===== src/rtl/mode_timer_pkg.sv =====
// mode_timer_pkg: mode encodings, FSM state type and mode decode shared by mode_timer.
package mode_timer_pkg;

    typedef enum logic [1:0] {
        ONESHOT  = 2'b00,
        RETRIG   = 2'b01,
        PERIODIC = 2'b10
    } mode_e;

    typedef enum logic {
        IDLE = 1'b0,
        RUN  = 1'b1
    } state_e;

    // The reserved encoding 2'b11 behaves as ONESHOT.
    function automatic mode_e decode_mode(input logic [1:0] raw);
        case (raw)
            2'b01:   return RETRIG;
            2'b10:   return PERIODIC;
            default: return ONESHOT;
        endcase
    endfunction

endpackage


===== src/rtl/mode_timer_prescaler.sv =====
// timer_prescaler: emits a one-cycle tick every presc+1 cycles; clr restarts the period.
module timer_prescaler #(
    parameter int unsigned PS_W = 4
) (
    input  logic            clk,
    input  logic            rst,
    input  logic            clr,
    input  logic [PS_W-1:0] presc,
    output logic            tick
);

    logic [PS_W-1:0] cnt_q;
    logic [PS_W-1:0] cnt_d;

    assign tick = (cnt_q == presc);

    // Next divider value: restart on clr or after a tick, otherwise count up.
    always_comb begin
        if (clr || tick) begin
            cnt_d = '0;
        end else begin
            cnt_d = cnt_q + PS_W'(1);
        end
    end

    // Divider register.
    always_ff @(posedge clk or posedge rst) begin
        if (rst) begin
            cnt_q <= '0;
        end else begin
            cnt_q <= cnt_d;
        end
    end

endmodule


===== src/rtl/mode_timer.sv =====
// mode_timer: one-shot / retriggerable / periodic pulse timer.
// Optional feature macro: TIMER_PRESCALE_EN adds input presc and a tick
// divider (timer_prescaler); without it the timer ticks every cycle.
module mode_timer
    import mode_timer_pkg::*;
#(
    parameter int unsigned N    = 5,
    parameter int unsigned PS_W = 4
) (
    input  logic            clk,
    input  logic            rst,
    input  logic            trig,
    input  logic [N-1:0]    load,
    input  logic [1:0]      mode,
    input  logic            enable,
    output logic            out_pulse,
    output logic            busy,
    output logic            done,
    output logic [N-1:0]    count
`ifdef TIMER_PRESCALE_EN
    ,
    input  logic [PS_W-1:0] presc
`endif
);

    state_e       state_q;
    mode_e        mode_q;
    logic [N-1:0] count_q;
    logic         out_q;
    logic         done_q;
    logic         trig_q;
    // Set once trig has been seen low after reset; a level already high at
    // reset release must fall and rise again before it counts as an edge.
    logic         armed_q;

    logic tick;
    logic trig_edge;
    logic load_ok;
    logic start;
    logic retrig;
    logic expire;
    logic per_reload;

`ifdef TIMER_PRESCALE_EN
    logic presc_clr;

    // Every start or reload restarts the divider so the first tick lands presc+1 cycles later.
    assign presc_clr = start | retrig | per_reload;

    timer_prescaler #(
        .PS_W (PS_W)
    ) u_prescaler (
        .clk   (clk),
        .rst   (rst),
        .clr   (presc_clr),
        .presc (presc),
        .tick  (tick)
    );
`else
    // PS_W only sizes the divider; without it every cycle is a tick.
    assign tick = (PS_W > 0);
`endif

    // Decode the events that drive the FSM this cycle.
    // NOTE: every signal gets a value on every path, so no latch is inferred.
    always_comb begin
        trig_edge  = trig & ~trig_q & armed_q;
        load_ok    = (load != '0);
        start      = (state_q == IDLE) & enable & trig_edge & load_ok;
        retrig     = (state_q == RUN) & enable & (mode_q == RETRIG) & trig_edge & load_ok;
        expire     = (state_q == RUN) & enable & tick & (count_q == N'(1));
        per_reload = expire & (mode_q == PERIODIC) & trig & load_ok;
    end

    // Timer FSM with registered outputs; retrigger has priority over expiry.
    // NOTE: sequential state uses non-blocking assignments only, so every
    // register sees the pre-edge value of every other register.
    always_ff @(posedge clk or posedge rst) begin
        if (rst) begin
            state_q <= IDLE;
            mode_q  <= ONESHOT;
            count_q <= '0;
            out_q   <= 1'b0;
            done_q  <= 1'b0;
            trig_q  <= 1'b0;
            armed_q <= 1'b0;
        end else begin
            trig_q  <= trig;
            armed_q <= armed_q | ~trig;
            done_q  <= 1'b0;
            case (state_q)
                IDLE: begin
                    if (start) begin
                        state_q <= RUN;
                        count_q <= load;
                        out_q   <= 1'b1;
                        mode_q  <= decode_mode(mode);
                    end
                end
                RUN: begin
                    if (retrig) begin
                        count_q <= load;
                    end else if (expire) begin
                        done_q <= 1'b1;
                        if (per_reload) begin
                            count_q <= load;
                            out_q   <= ~out_q;
                        end else begin
                            state_q <= IDLE;
                            count_q <= '0;
                            out_q   <= 1'b0;
                        end
                    end else if (enable && tick) begin
                        count_q <= count_q - N'(1);
                    end
                end
                default: state_q <= IDLE;
            endcase
        end
    end

    assign out_pulse = out_q;
    assign busy      = (state_q == RUN);
    assign done      = done_q;
    assign count     = count_q;

endmodule


===== config.mk =====
export PLATFORM = sky130hd
export DESIGN_NAME = mode_timer
export DESIGN_NICKNAME = d
export VERILOG_FILES = /design/src/rtl/mode_timer_pkg.sv /design/src/rtl/mode_timer_prescaler.sv /design/src/rtl/mode_timer.sv
export SDC_FILE = /design/constraint.sdc
export NUM_CORES = 1
export LEC_CHECK = 0
export BUFFER_PORTS_ARGS = -buffer_cell sky130_fd_sc_hd__buf_2
export CORE_UTILIZATION = 50
export CTS_BUF_LIST = sky130_fd_sc_hd__clkbuf_2
export DETAILED_ROUTE_END_ITERATION = 10
export GPL_ROUTABILITY_DRIVEN = 0
export PLACE_DENSITY = 0.77
export SLEW_MARGIN = 20
export SYNTH_ARGS = -nofsm -noshare
export SYNTH_HDL_FRONTEND = slang
export SYNTH_SLANG_ARGS = --single-unit

===== constraint.sdc =====
create_clock -name clk -period 1.9 [get_ports clk]
set_clock_uncertainty 0.1 [all_clocks]
set_input_delay 0.285 -clock clk [delete_from_list [all_inputs] [get_ports clk]]
set_output_delay 0.285 -clock clk [all_outputs]
set_load 0.1 [all_outputs]

# --- After elaboration in Yosys (flattened, before gate mapping) ---
# Index checks and enable logic that the tools add are counted.
word_totals:
  latch_bits: 0
  input_bits: 11
  memories: 0
  reg_bits: 12
  ram_bits: 0
  wordCells: 59
  output_inout_bits: 8
  romBits: 0
op_classes:
  magnitude_cmp: 0
  n_eq_ne: 9
  n_reduce_logical: 4
  n_mul: 0
  bitwise: 18
  add_sub_neg: 1
  mux: 20
  n_shift: 0
  div: 0
ops:
  columns: ["cell", "count"]
  rows:
  - ["two-way mux 5 bit", 5]
  - ["AND 1 bit", 13]
  - ["two-way mux 1 bit", 11]
  - ["case mux 5 bit (2 select lines)", 1]
  - ["equality test 5 x 1 -> 1 bit (second input constant)", 1]
  - ["nonzero test 5 bit", 1]
  - ["subtractor 5 x 1 -> 5 bit (second input constant)", 1]
  - ["equality test 2 x 1 -> 1 bit (second input constant)", 2]
  - ["equality test 2 bit (second input constant)", 2]
  - ["!= test 2 bit (second input constant)", 2]
  - ["!= test 4 x 2 -> 1 bit (second input constant)", 1]
  - ["NOT 1 bit", 4]
  - ["case mux 1 bit (2 select lines)", 2]
  - ["case mux 2 bit (2 select lines)", 1]
  - ["AND reduction 2 bit", 2]
  - ["AND reduction 3 bit", 1]
  - ["!= test 2 x 1 -> 1 bit (second input constant)", 1]
  - ["bitwise OR 1 bit", 1]

# --- Longest topological paths before layout ---
# Gate-level depths: netlist (run 1).
depth:
  word_depth: 9
  ltp_mapped: 7
  depth_no_buf: 7

# --- Least setup slack after synthesis (run 1) ---
# Ideal clock, no wire load.
synth_path:
  kind: "flip-flop to flip-flop"
  startpoint: "register count_q[0], in the netlist count[0]"
  endpoint: "register count_q[0], in the netlist count[0]"
  t_arrival_ns: 2.119
  path_stages_with_launch: 6
  period_less_slack_ns: 2.288
  t_required_ns: 1.730
  setup_time_ns: 0.070
  path_slack_ns: -0.388
  n_path_buf: 0
  cell_sequence: "dfrtp_1 ha_1 nand4_2 o311ai_2 o2bb2ai_1 mux2_2"
synth_via:
  elab_chain_cells: 9
  elab_cells_between_ends: 13
  classes_between: "add/sub (1); eq/ne (2); mux (5); bitwise (4); reduce/logical (1)"
synth_lines:
  columns: ["element", "line", "text"]
  rows:
  - ["start: declaration", "mode_timer.sv:28", "logic [N-1:0] count_q;"]
  - ["start signal: assignment", "mode_timer.sv:95", "count_q <= load;"]
  - ["start signal: assignment", "mode_timer.sv:102", "count_q <= load;"]
  - ["start signal: assignment", "mode_timer.sv:106", "count_q <= load;"]
  - ["equality test 5 x 1 -> 1 bit", "mode_timer.sv:71", "expire = (state_q == RUN) & enable & tick & (count_q == N'(1));"]
  - ["AND 1 bit", "mode_timer.sv:71", null]
  - ["AND 1 bit (3 in a row)", "mode_timer.sv:72", "per_reload = expire & (mode_q == PERIODIC) & trig & load_ok;"]
  - ["two-way mux 5 bit", "mode_timer.sv:105", "if (per_reload) begin"]
  - ["two-way mux 5 bit", "mode_timer.sv:103", "end else if (expire) begin"]
  - ["two-way mux 5 bit", "mode_timer.sv:101", "if (retrig) begin"]
  - ["case mux 5 bit (2 select lines)", "mode_timer.sv:91", "case (state_q)"]
# Several ways; a longest one is shown, not always the timed one. The select of a mux whose other input is x is not followed.
# A chain may end at the register's enable or synchronous reset.

# --- Worst setup path in the final report (run 1) ---
layout_path:
  startpoint: "register trig_q"
  endpoint: "register count_q[0], in the netlist count[0]"
layout_via:
  elab_chain_cells: 7
  elab_cells_between_ends: 12
  classes_between: "eq/ne (2); mux (2); bitwise (7); reduce/logical (1)"
layout_lines:
  columns: ["element", "line", "text"]
  rows:
  - ["start: declaration", "mode_timer.sv:31", "logic trig_q;"]
  - ["start signal: assignment", "mode_timer.sv:88", "trig_q <= trig;"]
  - ["NOT 1 bit (*)", "mode_timer.sv:67", "trig_edge = trig & ~trig_q & armed_q;"]
  - ["AND 1 bit (*) (2 in a row)", "mode_timer.sv:67", null]
  - ["AND 1 bit (on tied branches) (2 in a row)", "mode_timer.sv:70, mode_timer.sv:69", null]
  - ["!= test 4 x 2 -> 1 bit (no line), or another cell as far along", null, null]
  - ["AND reduction 2 bit (no line) or case mux 5 bit (2 select lines) (tied branches)", null, null]
# Every way passes the cells marked *; elsewhere a longest branch is shown, timed or not.

==> results of run 1 <==
-- final cells by class --
| type | instances | area [um2] | share of cell area |
|---|---|---|---|
| tap | 15 | 18.8 | 0.0217 |
| clock buffer | 4 | 20.0 | 0.0232 |
| sequential | 12 | 313 | 0.362 |
| inverter | 5 | 18.8 | 0.0217 |
| multi-input combinational | 51 | 387 | 0.447 |
| timing repair buffer | 20 | 108 | 0.124 |
-- per-stage QoR --
stage / utilization / hold slack, ps / std cells / worst slack, ps / cell area, um2
finish: 0.664 / 33.0 / 107 / 138 / 865
CTS: 0.658 / 40.9 / 107 / 39.6 / 856
global placement: 0.627 / 212 / 102 / 134 / 816
floorplan: - / 49.5 / 70 / 13.7 / 714
detailed placement: 0.627 / 220 / 102 / 31.9 / 816
global route: 0.664 / 28.5 / 107 / 27.4 / 865
-- kinds of logic (layout without fill, tap and decap cells) --
family | after synthesis | after routing
multiplexers | 2 | 2
buffers and inverters | 7 | 29
AO/OA/AOI/OAI | 23 | 23
adder cells (fa/ha/maj) | 2 | 2
AND/OR/NAND/NOR | 24 | 24
flip-flops | 12 | 12
-- cells in the final DEF, fill, tap and decap left out, types with 2 or more instances in the layout --
| cell type | n |
|---|---|
| clkbuf_2 | 4 |
| buf_2 | 18 |
| dfrtp_2 | 4 |
| nand2b_1 | 2 |
| nand2_1 | 3 |
| inv_1 | 5 |
| nand3b_1 | 3 |
| nor3_1 | 2 |
| o21ai_0 | 7 |
| dfrtp_1 | 6 |
| a2bb2oi_1 | 5 |
| dfrtp_4 | 2 |
| ha_1 | 2 |
| a21oi_1 | 3 |
| nor2_1 | 6 |
| o2bb2ai_1 | 2 |
-- worst max-delay path, cell delays in order (launching register included) --
cell       delay (ps)
dfrtp_1           370
nand3b_1          160
or3_4             420
o211ai_4          240
o2bb2ai_1         110
mux2_2            260
-- worst max path at each step --
stage                           to  depth (start not counted)  slack (ps)      from
after detailed placement  count[3]                          6          30  count[1]
after floorplan           count[0]                          6          10  count[1]
after CTS                 count[3]                          6          40  count[1]
final                     count[0]                          5         140    trig_q
after global placement    count[0]                          6         130  count[1]
after global routing      count[3]                          6          30  count[1]
-- cells in the mapped netlist, types with 2 or more instances --
cell type	number	area share
dfrtp_1	12	0.43
o21ai_0	7	0.050
nor2_1	6	0.032
a2bb2oi_1	5	0.062
inv_1	5	0.027
a21oi_1	3	0.021
nand2_1	3	0.016
nand3b_1	3	0.032
ha_1	2	0.036
nand2b_1	2	0.018
nor3_1	2	0.014
o2bb2ai_1	2	0.025
-- flip-flops by register name, summed over array words and instances (netlist names) --
signal	count
out_pulse	1
count	5
done	1
trig_q	1
busy	1
armed_q	1
mode_q	2
-- layer usage --
layer | routed length [um] | track usage | up-vias | share of wire
met5 | 0 | 0 | - | 0
met4 | 41 | 0.147 | 0 | 0.030
met3 | 57 | 0.0398 | 5 | 0.041
met2 | 646 | 0.352 | 14 | 0.47
met1 | 643 | 0.298 | 262 | 0.46
li1 | - | - | 298 | -
-- repair_timing --
action | CTS | global route
hold buffers | 1 | 0
endpoints found under the setup margin | 1 | 4
resized for setup | 1 | 1
pin swaps | 0 | 1
buffers inserted | 0 | 0
gates cloned | 0 | 0
endpoints found under the hold margin | 12 | 0
==> impl_metrics.tcl, run 1 <==
set metrics [dict create \
    post_route_cells_drive_above_1_share 0.370 \
    placement.io_buffers 18 \
    timing.critical_path.fanout_max 6 \
    worstReg2RegStart "trig_q" \
    yosys.area_share.xor_xnor 0 \
    tritoncts "done" \
    cts.path.max_buffers 2 \
    post_synth_fa_ha_maj_area_fraction 0.0357 \
    cts.sink_count 12 \
    design.final.nets 106 \
    synthToLayoutAreaGrowth_pct 23.2 \
    hold_path_startpoint "trig" \
    n_fill_cell 108 \
    synth.net_count 83 \
    slew_headroom 0.680 \
    diodes 0 \
    fp.dieArea_um2 1560 \
    tightestPinTransition_ps 484 \
    routed-via-count 579 \
    r2r.worst_path.cells 5 \
    core-area_um2 1300 \
    worstSetupStartpointType "register" \
    critical_path.endpoint_type "register" \
    ys_async_sr_fraction 1.00 \
    route.antenna.remaining_nets 0 \
    synth_edf_count 0 \
    grt_antenna_before_repair 0 \
    whs_endpoint "trig_q" \
    post-dp-hpwl_mm 1.05 \
    yosysWarningCount 0 \
    chipHeight_um 39.5 \
    finalSetupViolCount 0 \
    drt_iter0_markers 10 \
    syn-cell-area_um2 702 \
    max_freq_mhz 567 \
    synth_area_in_compound_gates 0.250 \
    cts_inserted_buffers 3 \
    muxShareOfSynthArea 0.0303 \
    setup.worst_path.class "reg2reg" \
    avgRoutedWirePerCell_um 13.0 \
    hold_viol_final 0 \
    synth_cell_type_count 30 \
    cell_depth_of_the_worst_min_delay_path 1 \
    first_global_vias 545 \
    starting_utilization_of_the_core_area 0.539 \
    cts_htree_levels 1 \
    drv_slew 0 \
    vias_per_cell 5.41 \
    cts-root-buf "clkbuf_2" \
    syn_area_per_cell_um2 10.0 \
    combinational_family_with_the_most_area_after_synthesis "compound AO/OA/AOI/OAI gates" \
    synth_seq_area_share 0.428 \
    clk_pin_slew_ps 130 \
    cp.required_ps 1990 \
    simple_gate_fraction_of_synth_area 0.209 \
    totalNegativeSetupSlack_ps 0 \
    grt_max_degree 13 \
    drt_pre_antenna_iters 4 \
    pin_count 19 \
    grt.total_usage 0.232 \
    rsz0062_at_grt "false" \
    ys_seq_elements 12 \
    timing.hold.worst.class "in2reg" \
    maxCapViolCount 0 \
    synthFlopType "dfrtp_1" \
    remaining_drc_errors 0 \
    clkLatencyLatePin_ps 280 \
    grt_pass1_wl_mm 2.38 \
    global_route_total_overflow 0 \
    number_of_standard_cells_after_synthesis 70 \
    finalCriticalPeriod_ps 1760 \
    worst-endpoint-arrival_ps 1850 \
    placementRows 13 \
    drt-total-wl_mm 1.39 \
    worst-r2r-setup-slack_ps 140 \
    reg2reg_to "count[0]" \
    floorplan.die.width_um 39.5 \
    status "finished clean" \
    fin_crit_sh 0.928 \
]
Power of run 1 is left out: the tool's default activity adds up to more than one toggle a clock period on the data nets, which glitch-free logic cannot reach.
==> inputs of run 2 (changes only) <==
--- a/config.mk
+++ b/config.mk
@@ -6,6 +6,7 @@
 export NUM_CORES = 1
 export LEC_CHECK = 0
 export BUFFER_PORTS_ARGS = -buffer_cell sky130_fd_sc_hd__buf_2
+export CORE_MARGIN = 4
 export CORE_UTILIZATION = 50
 export CTS_BUF_LIST = sky130_fd_sc_hd__clkbuf_2
 export DETAILED_ROUTE_END_ITERATION = 10
==> run 2 against run 1 <==
  * Via count grew 6.0%
  * Utilization shrank 1.2 points
  * Register-to-register slack lost 40 ps
  * Design area shrank 0.58%
  * Global-route usage shrank 6.9 points
  * Wire length grew 8.6%
  * Critical path type unchanged
==> impl_metrics.tcl, run 2 (synthesized netlist as in run 1, its figures left out) <==
set metrics [dict create \
    worstSetupStartpointType "register" \
    floorplan.die.width_um 45.5 \
    pin_count 19 \
    maxCapViolCount 0 \
    whs_ps 53.7 \
    reg2reg_to "count[0]" \
    cts_htree_levels 1 \
    placed_cell_area_um2 816 \
    placement.io_buffers 18 \
    grt_max_degree 13 \
    drt_pre_antenna_iters 4 \
    rsz0062_at_grt "false" \
    crit_path_cell_trace "inv_1 -> ha_1 -> nand4_2 -> o311ai_4 -> o2bb2ai_1 -> mux2_2" \
    grt_pass1_wl_mm 2.37 \
    cp.required_ps 2020 \
    vias_per_cell 5.74 \
    placementRows 13 \
    slew_headroom 0.674 \
    tritoncts "done" \
    layout_commonest_cell "buf_2" \
    worst-endpoint-arrival_ps 1920 \
    drt-total-wl_mm 1.51 \
    global_route_total_overflow 0 \
    routed-via-count 614 \
    r2r.worst_path.cells 6 \
    cts.path.max_buffers 2 \
    avgRoutedWirePerCell_um 14.1 \
    timing.final.ws_setup_ps 96.9 \
    chipHeight_um 45.5 \
    hold_viol_final 0 \
    worst-r2r-setup-slack_ps 100 \
    post_route_cells_drive_above_1_share 0.370 \
    whs_endpoint "trig_q" \
    timing.critical_path.fanout_max 5 \
    cts.sink_count 12 \
    layout_common_cells "buf_2 (18), o21ai_0 (7), nor2_1 (6), dfrtp_1 (6)" \
    worstReg2RegStart "count[1]" \
    cts-root-buf "clkbuf_2" \
    critical_path.endpoint_type "register" \
    core-area_um2 1320 \
    starting_utilization_of_the_core_area 0.533 \
    critical_path.slowest_cell "dfrtp_4" \
    fp.dieArea_um2 2070 \
    drv_slew 0 \
    diodes 0 \
    first_global_vias 562 \
    largest_reg_flops 5 \
    worst-path-buf-inv 1 \
    grt_antenna_before_repair 0 \
    route.antenna.remaining_nets 0 \
    cts_inserted_buffers 3 \
    setup.worst_path.class "reg2reg" \
    remaining_drc_errors 0 \
    crit_path_max_incr_delay_ps 510 \
    clk_pin_slew_ps 110 \
    tightestPinTransition_ps 493 \
    status "finished clean" \
    crit_family "flip-flops" \
    finalCriticalPeriod_ps 1800 \
    fin_crit_sh 0.949 \
    timing.hold.worst.class "in2reg" \
    synthToLayoutAreaGrowth_pct 22.5 \
    drt_iter0_markers 15 \
    totalNegativeSetupSlack_ps 0 \
    post-dp-hpwl_mm 1.17 \
    grt.total_usage 0.162 \
    design.final.nets 106 \
    cell_depth_of_the_worst_min_delay_path 1 \
    hold_path_startpoint "trig" \
    max_freq_mhz 555 \
    clkLatencyLatePin_ps 270 \
    finalSetupViolCount 0 \
    final_area_um2 860 \
    place_ws_ps 28.8 \
]
## run 2: cell count changes in the layout (fill, tap and decap cells not counted)
cell      change
clkbuf_2      -1
clkinv_1      +1
nand4_2       +1
nand4_4       -1
nor3_1        -1
nor3_2        +1
## run 2: what timing repair did
| item | CTS | global route |
|---|---|---|
| endpoints found under the setup margin | 0 | 5 |
| hold buffers | 1 | 0 |
| setup buffers | 0 | 0 |
| gates resized for setup | 0 | 2 |
| endpoints found under the hold margin | 12 | 0 |
## run 2: area by class of cell
type                       instances  area [um2]
clock inverter                     1        3.75
multi-input combinational         51         383
sequential                        12         313
tap                               15        18.8
inverter                           5        18.8
clock buffer                       3        15.0
timing repair buffer              20         108
fill                             101         458
## run 2: worst register-to-register path, delay by kind of cell, from the launching register on
kind / cells / cell delay, ps
compound gates: 2 / 500
mux: 1 / 150
simple gates: 1 / 210
buf+inv: 1 / 90
flops: 1 / 510
fa+ha+maj: 1 / 190
## run 2: worst max path at each step
stage / from / to / cells after the start
after floorplan: count[1] / count[0] / 6
after global placement: count[1] / count[0] / 6
after detailed placement: count[1] / count[0] / 6
after CTS: count[1] / count[0] / 6
after global routing: count[1] / count[0] / 6
final: count[1] / count[0] / 6
## run 2: metrics by stage
step                cells   util
floorplan              70      -
global placement      102  0.619
detailed placement    102  0.619
CTS                   107  0.641
global route          107  0.652
finish                107  0.652
## run 2: layer usage
metal  up-vias  GRT usage  wire length (um)
li1        299          -                 -
met2        19      0.256               736
met1       292      0.191               654
met4         0     0.0819                25
met5         -          0                 0
met3         4     0.0593                91
Power of run 2 is left out for the same reason.
==> inputs of run 3 (changes only) <==
--- a/config.mk
+++ b/config.mk
@@ -11,7 +11,7 @@
 export CTS_BUF_LIST = sky130_fd_sc_hd__clkbuf_2
 export DETAILED_ROUTE_END_ITERATION = 10
 export GPL_ROUTABILITY_DRIVEN = 0
-export PLACE_DENSITY = 0.77
+export PLACE_DENSITY = 0.88
 export SLEW_MARGIN = 20
 export SYNTH_ARGS = -nofsm -noshare
 export SYNTH_HDL_FRONTEND = slang
==> run 3 against run 2 <==
  * Final cell count unchanged
  * Setup slack improved by 25 ps
  * Maximum frequency increased by 1.4%
  * Highest routed layer unchanged
==> impl_metrics.tcl, run 3 (synthesized netlist as in run 1, its figures left out) <==
set metrics [dict create \
    layout_commonest_cell "buf_2" \
    worstSetupStartpointType "register" \
    status "finished clean" \
    route.antenna.remaining_nets 0 \
    worst-endpoint-arrival_ps 1870 \
    fp.dieArea_um2 2070 \
    floorplan.die.width_um 45.5 \
    drv_slew 0 \
    grt_max_degree 13 \
    clk_pin_slew_ps 130 \
    post-dp-hpwl_mm 1.20 \
    setup.worst_path.class "reg2reg" \
    core-area_um2 1320 \
    cts.path.max_buffers 2 \
    synthToLayoutAreaGrowth_pct 23.2 \
    chipHeight_um 45.5 \
    design.final.nets 106 \
    placement.io_buffers 18 \
    cts_inserted_buffers 3 \
    global_route_total_overflow 0 \
    finalSetupViolCount 0 \
    worst-r2r-setup-slack_ps 120 \
    drt-total-wl_mm 1.63 \
    drt_pre_antenna_iters 4 \
    rsz0062_at_grt "false" \
    cts_htree_levels 1 \
    timing.critical_path.fanout_max 6 \
    placementRows 13 \
    largest_reg_flops 5 \
    drt_iter0_markers 7 \
    grt_antenna_before_repair 0 \
    grt.total_usage 0.175 \
    layout_common_cells "buf_2 (18), o21ai_0 (7), nor2_1 (6), dfrtp_1 (6)" \
    tritoncts "done" \
    starting_utilization_of_the_core_area 0.533 \
    tightestPinTransition_ps 495 \
    max_freq_mhz 562 \
    cts-root-buf "clkbuf_2" \
    cts.sink_count 12 \
    hold_viol_final 0 \
    crit_path_cell_trace "nand3b_1 -> or3_4 -> o211ai_4 -> o2bb2ai_1 -> mux2_2" \
    post-cts-setup-buffer-count 0 \
    post_route_cells_drive_above_1_share 0.370 \
    finalCriticalPeriod_ps 1780 \
    n_fill_cell 111 \
    avgRoutedWirePerCell_um 15.2 \
    totalNegativeSetupSlack_ps 0 \
    worst-path-buf-inv 0 \
    cp.required_ps 1990 \
    clkLatencyLatePin_ps 280 \
    timing.hold.worst.class "in2reg" \
    critical_path.endpoint_type "register" \
    first_global_vias 643 \
    crit_family "simple AND/OR/NAND/NOR gates" \
    crit_path_max_incr_delay_ps 430 \
    diodes 0 \
    vias_per_cell 5.88 \
    fin_crit_sh 0.936 \
    slew_headroom 0.672 \
    maxCapViolCount 0 \
    pin_count 19 \
    grt_pass1_wl_mm 2.64 \
    critical_path.slowest_cell "or3_4" \
    routed-via-count 629 \
    remaining_drc_errors 0 \
]
[run 3: cell types whose count changed in the layout (fill, tap and decap cells not counted)]
cell	delta
nor3_1	+1
clkbuf_2	+1
nand4_4	+1
nor3_2	-1
nand4_2	-1
clkinv_1	-1
[run 3: metal layers]
layer / vias to the layer above / global-route usage / share of wire
met1: 312 / 0.207 / 0.41
met4: 0 / 0.105 / 0.014
li1: 297 / - / -
met3: 2 / 0.0237 / 0.051
met5: - / 0 / 0
met2: 18 / 0.295 / 0.53
[run 3: final timing paths]
| path | cells past startpoint | to | from |
|---|---|---|---|
| hold reg to reg | 1 | armed_q | armed_q |
| setup reg to reg | 5 | count[0] | trig_q |
| hold / removal | 1 | trig_q | trig |
| min in group asynchronous | 3 | trig_q | rst |
| max in group asynchronous | 3 | count[4] | rst |
| setup / recovery | 5 | count[0] | trig_q |
[run 3: area by class of cell]
cell class              count  area (um2)  area share
clock buffers               4        20.0      0.0232
inverters                   5        18.8      0.0217
multi-input cells          51         387       0.447
flip-flops and latches     12         313       0.362
well taps                  15        18.8      0.0217
repair buffers             20         108       0.124
[run 3: stage by stage]
| step | hold slack, ps | utilization | cell area [um2] | worst slack, ps | instances |
|---|---|---|---|---|---|
| 6_report | 35.1 | 0.656 | 865 | 121 | 107 |
| 5_1_grt | 38.4 | 0.656 | 865 | 14.8 | 107 |
| 4_1_cts | 38.6 | 0.642 | 846 | 43.1 | 107 |
| 3_5_place_dp | 220 | 0.619 | 816 | 74.7 | 102 |
| 3_3_place_gp | 214 | 0.619 | 816 | 116 | 102 |
| 2_1_floorplan | 49.5 | - | 714 | 13.7 | 70 |
[run 3: worst register-to-register path: cells and delay by family (launching register included)]
kind            cells  cell delay (ps)
mux                 1              250
simple gates        2              600
compound gates      2              360
flops               1              380
[run 3: what timing repair did]
item | 4_1_cts | 5_1_grt
hold endpoints to repair | 12 | 0
hold buffers | 1 | 0
gates resized for setup | 0 | 2
setup endpoints to repair | 0 | 4
Power of run 3 is left out for the same reason.
